$ cat src/rtl/mem_scan_reader.sv
// Read-side scanner for a small synchronous RAM: walks every address once per start,
// presents each word on a display bus and accumulates a running sum and maximum.
module mem_scan_reader #(
    parameter int unsigned ADDR_WIDTH  = 2,
    parameter int unsigned DATA_WIDTH  = 4,
    parameter int unsigned HOLD_CYCLES = 0
) (
    input  logic                             clk_2,
    input  logic                             reset,
    input  logic                             start,
    input  logic                             abort,
    output logic                             mem_rd,
    output logic [ADDR_WIDTH-1:0]            mem_addr,
    input  logic [DATA_WIDTH-1:0]            mem_rdata,
    output logic [DATA_WIDTH-1:0]            dout,
    output logic [ADDR_WIDTH-1:0]            dout_addr,
    output logic                             dout_valid,
    output logic [DATA_WIDTH+ADDR_WIDTH-1:0] sum,
    output logic [DATA_WIDTH-1:0]            max_val,
    output logic                             busy,
    output logic                             done
);

    localparam int unsigned SUM_WIDTH = DATA_WIDTH + ADDR_WIDTH;
    localparam int unsigned CNT_WIDTH = (HOLD_CYCLES > 0) ? $clog2(HOLD_CYCLES + 1) : 1;
    localparam logic [CNT_WIDTH-1:0]  HOLD_INIT = CNT_WIDTH'(HOLD_CYCLES);
    localparam logic [CNT_WIDTH-1:0]  CNT_ONE   = CNT_WIDTH'(1);
    localparam logic [ADDR_WIDTH-1:0] LAST_ADDR = '1;

    typedef enum logic [2:0] {
        StIdle,
        StIssue,
        StCapture,
        StHold,
        StDone
    } state_e;

    state_e               state;
    logic [CNT_WIDTH-1:0] hold_cnt;
    logic                 at_last;
    logic [SUM_WIDTH-1:0] rdata_ext;

    // mem_addr doubles as the scan pointer; it only changes between reads.
    assign at_last   = (mem_addr == LAST_ADDR);
    assign rdata_ext = SUM_WIDTH'(mem_rdata);

    always_ff @(posedge clk_2 or posedge reset) begin
        if (reset) begin
            state      <= StIdle;
            hold_cnt   <= '0;
            mem_rd     <= 1'b0;
            mem_addr   <= '0;
            dout       <= '0;
            dout_addr  <= '0;
            dout_valid <= 1'b0;
            sum        <= '0;
            max_val    <= '0;
            busy       <= 1'b0;
            done       <= 1'b0;
        end else begin
            dout_valid <= 1'b0;
            case (state)
                StIdle: begin
                    // abort is ignored here, so start wins even when both are high
                    if (start) begin
                        state    <= StIssue;
                        mem_addr <= '0;
                        sum      <= '0;
                        max_val  <= '0;
                        mem_rd   <= 1'b1;
                        busy     <= 1'b1;
                    end
                end

                StIssue: begin
                    mem_rd <= 1'b0;
                    if (abort) begin
                        state <= StIdle;
                        busy  <= 1'b0;
                    end else begin
                        state <= StCapture;
                    end
                end

                StCapture: begin
                    if (abort) begin
                        // in-flight read is dropped: no dout update, no accumulation
                        state <= StIdle;
                        busy  <= 1'b0;
                    end else begin
                        dout       <= mem_rdata;
                        dout_addr  <= mem_addr;
                        dout_valid <= 1'b1;
                        sum        <= sum + rdata_ext;
                        if (mem_rdata > max_val) begin
                            max_val <= mem_rdata;
                        end
                        if (HOLD_CYCLES > 0) begin
                            state    <= StHold;
                            hold_cnt <= HOLD_INIT;
                        end else if (at_last) begin
                            state <= StDone;
                            busy  <= 1'b0;
                            done  <= 1'b1;
                        end else begin
                            state    <= StIssue;
                            mem_addr <= mem_addr + 1'b1;
                            mem_rd   <= 1'b1;
                        end
                    end
                end

                StHold: begin
                    if (abort) begin
                        state    <= StIdle;
                        busy     <= 1'b0;
                        hold_cnt <= '0;
                    end else begin
                        hold_cnt <= hold_cnt - 1'b1;
                        if (hold_cnt <= CNT_ONE) begin
                            if (at_last) begin
                                state <= StDone;
                                busy  <= 1'b0;
                                done  <= 1'b1;
                            end else begin
                                state    <= StIssue;
                                mem_addr <= mem_addr + 1'b1;
                                mem_rd   <= 1'b1;
                            end
                        end
                    end
                end

                StDone: begin
                    // wait for start to drop so a held start cannot re-trigger a scan
                    if (abort || !start) begin
                        state <= StIdle;
                        done  <= 1'b0;
                    end
                end

                default: begin
                    state  <= StIdle;
                    mem_rd <= 1'b0;
                    busy   <= 1'b0;
                    done   <= 1'b0;
                end
            endcase
        end
    end

    a_rd_single: assert property (@(posedge clk_2) disable iff (reset) mem_rd |=> !mem_rd);
    a_busy_done: assert property (@(posedge clk_2) disable iff (reset) !(busy && done));

endmodule

$ cat config.mk
export PLATFORM = sky130hd
export DESIGN_NAME = mem_scan_reader
export DESIGN_NICKNAME = d
export VERILOG_FILES = /design/src/rtl/mem_scan_reader.sv
export SDC_FILE = /design/constraint.sdc
export NUM_CORES = 1
export LEC_CHECK = 0
export ABC_AREA = 1
export CORE_MARGIN = 10
export CORE_UTILIZATION = 49
export CTS_CLUSTER_DIAMETER = 60
export CTS_CLUSTER_SIZE = 14
export DETAILED_ROUTE_END_ITERATION = 6
export GPL_ROUTABILITY_DRIVEN = 0
export PLACE_DENSITY = 0.76
export SETUP_SLACK_MARGIN = 0.2
export SLEW_MARGIN = 25
export SYNTH_ARGS = -nofsm -noshare
export SYNTH_HDL_FRONTEND = slang
export SYNTH_SLANG_ARGS = --single-unit
$ cat constraint.sdc
create_clock -name clk_2 -period 1.8 [get_ports clk_2]
set_input_delay 0.36 -clock clk_2 [delete_from_list [all_inputs] [get_ports clk_2]]
set_output_delay 0.36 -clock clk_2 [all_outputs]
set_load 0.005 [all_outputs]
==> reports/results.txt <==
Cell Area, Placed - 0.001748 mm2
minimum clock period - 1.563 ns
buffers added on ports - 29
Rel. slew slack - 0.7492
Async S/R FF share, synth - 1.000
setup ws final - 0.2367 ns
Initial DRC Count - 68
Synthesized Nets - 180
Hold WC Path Type - in -> async
Warnings, synthesis - 0
Clock Skew - 0.009871 ns
Vias/cell - 5.151
fmax - 639.7 MHz
1st-pass router iterations - 5
synth cell count leaders - nand2_1, dfrtp_1, inv_1
Post-synth EDFFs - 0
Gate power share - 0.551
Max Cap Viol - 0
Buf+Inv Stages, Crit Path - 1
Post-layout nets - 233
Power, Total - 2.566 mW
non-filler cells, final - 245
first-pass GRT wire length - 5.768 mm
Setup TNS - 0 ns
critical path required time - 1.44 ns
CP max-delay cell - clkdlybuf4s50_1
Area contributors post-synth - dfrtp_1, nand2_1, ha_1, inv_1, nand3_1
pin count of the biggest net entering global routing - 14
Sw Share - 0.3865
Pins Over Slew Limit - 0
# hold bufs at CTS - 0
Core Box Area - 0.002710 mm2
Syn Area/Cell - 8.372 um2
# placed instances - 230
WP data arrival - 1.20 ns
Detailed Route WL - 3.599 mm
drt drc - 0
Hold WS - 0.3270 ns
Yosys cell types - 24
CTS tree - built
final hold violations - 0
Final HPWL DP - 2.634 mm
area leader, netlist - dfrtp_1
post-synth design cell area - 0.001356 mm2
TritonCTS buffer count - 3
Critical Path Start Type - flop
Psw - 0.9917 mW
filler cell count - 216
Mapped Cells - 162
Crit Path Category - reg -> out
die height - 72.61 um
worst-path cell chain - clkdlybuf4s50_1
Worst-path clk slew - 0.14 ns
sequential area share after synthesis - 0.4613
CTS Root Cell - clkbuf_4
DR vias - 1262
Crit. End Element - primary output
VDD IR max - 1.021 mV
Max Buffers Root-to-Sink - 2
std cell rows - 19
vias in the first global route - 1300
die area - 0.005272 mm2
status - completed
unrepaired setup endpoints after global routing - yes
Initial Util - 0.5005
R2R depth - 8
Worst-Skew Late Latency - 0.33 ns
final instance area - 0.001938 mm2
fin util - 0.7151
post-route ant nets - 0
Synth top area share - 0.4613
die width - 72.61 um
most common cell in the netlist - nand2_1
Clk pwr share - 0.099
initial antenna violation count - 0
cell count along the critical path - 1
count of state elements after synthesis - 25
Antenna Cells - 0
global route total overflow - 0
top cell family by delay on the critical path - buffers and inverters
Crit Path Max Fanout - 2
worst slack, placed - -0.1971 ns
Area Overhead vs Synth - 42.90%
WL/cell - 14.69 um
I/O pin total - 30
Internal Pwr Total - 1.574 mW
sequential share of power - 0.350
Final period util - 0.8685
P per Cell Area - 1324 mW/mm2
H-tree Lvls - 1
layout cells sized above 1 - 0.2243
leakage dissipation - 1.184 nW
CP peak stage delay - 0.50 ns
dominant synthesized flop cell - dfrtp_1
Worst-Margin Slew - 0.3734 ns
final setup violation count - 0
GR Util All Layers - 0.1360
Clock Sinks - 25
-- area by class of cell --
type	count	area [um2]	share of cell area
Clock buffer	4	26.28	0.01356
Inverter	21	78.83	0.04067
Tap cell	31	38.79	0.02001
Timing Repair Buffer	49	471.7	0.2434
Multi-Input combinational cell	115	696.9	0.3596
Sequential cell	25	625.6	0.3228
-- what timing repair did --
action | CTS | global route
setup buffers | 8 | 3
endpoints found under the setup margin | 13 | 20
pin swaps | 0 | 3
gates resized for setup | 5 | 22
-- layout by cell type, fill, tap and decap left out --
cell              n
nand2_1          47
dfrtp_1          25
buf_4            20
inv_1            19
dlymetal6s2s_1   14
clkdlybuf4s50_1  12
nand3_1          11
nor2_1           10
nand2_2           8
o21ai_0           6
ha_1              6
a21oi_2           3
nand3b_1          3
clkbuf_4          3
dlygate4sd2_1     3
o22ai_1           2
a21oi_1           2
inv_2             2
nor2_4            2
nand3_2           2
o21ai_1           2
o21ai_2           2
ha_4              2
nor3_1            1
a31oi_1           1
nor2_2            1
nand3_4           1
xnor2_1           1
fa_2              1
ha_2              1
clkbuf_1          1
-- flip-flops by register name (all words and copies together), names as in the netlist, 2 cells and up --
| register | flops |
|---|---|
| sum | 6 |
| dout | 4 |
| max_val | 4 |
| state | 3 |
| dout_addr | 2 |
| mem_addr | 2 |
-- worst paths after layout --
| check | end | slack, ns | startpoint |
|---|---|---|---|
| max reg2reg | sum[4] | 0.29 | sum[0] |
| min in group clk_2 | dout[0] | 0.42 | mem_rdata[0] |
| max | max_val[0] | 0.24 | max_val[0] |
| min reg2reg | dout[0] | 0.50 | dout[0] |
| min | dout[3] | 0.33 | reset |
| max in group asynchronous | dout[0] | 1.30 | reset |
-- cell families (layout without fill, tap and decap cells) --
kind of cell	count (synthesis)	count (layout)	synth area share
AOI/OAI and AO/OA	18	18	0.07750
DFF	25	25	0.4613
buffers and inverters	22	74	0.06181
xor gates and xnor gates	1	1	0.006459
adders and majority gates	10	10	0.09779
and+or+nand+nor	86	86	0.2952
-- per-layer routing --
layer,up-vias,part of all wire,global-route usage,routed length [um]
met4,0,0.013,0.05274,48
li1,621,-,-,-
met2,30,0.54,0.2447,1946
met3,5,0.053,0.03537,190
met5,-,0,0,0
met1,606,0.39,0.1474,1412
-- power groups by stage --
stage          clock, mW  sequential (mW)  combinational, mW
5_1_grt            0.277            0.928               1.58
4_1_cts            0.261            0.898               1.34
3_3_place_gp           0            0.919               1.19
2_1_floorplan          0            0.925              0.618
6_report           0.255            0.898               1.41
3_5_place_dp           0            0.931               1.23
Power figures use the tool's default switching activity.
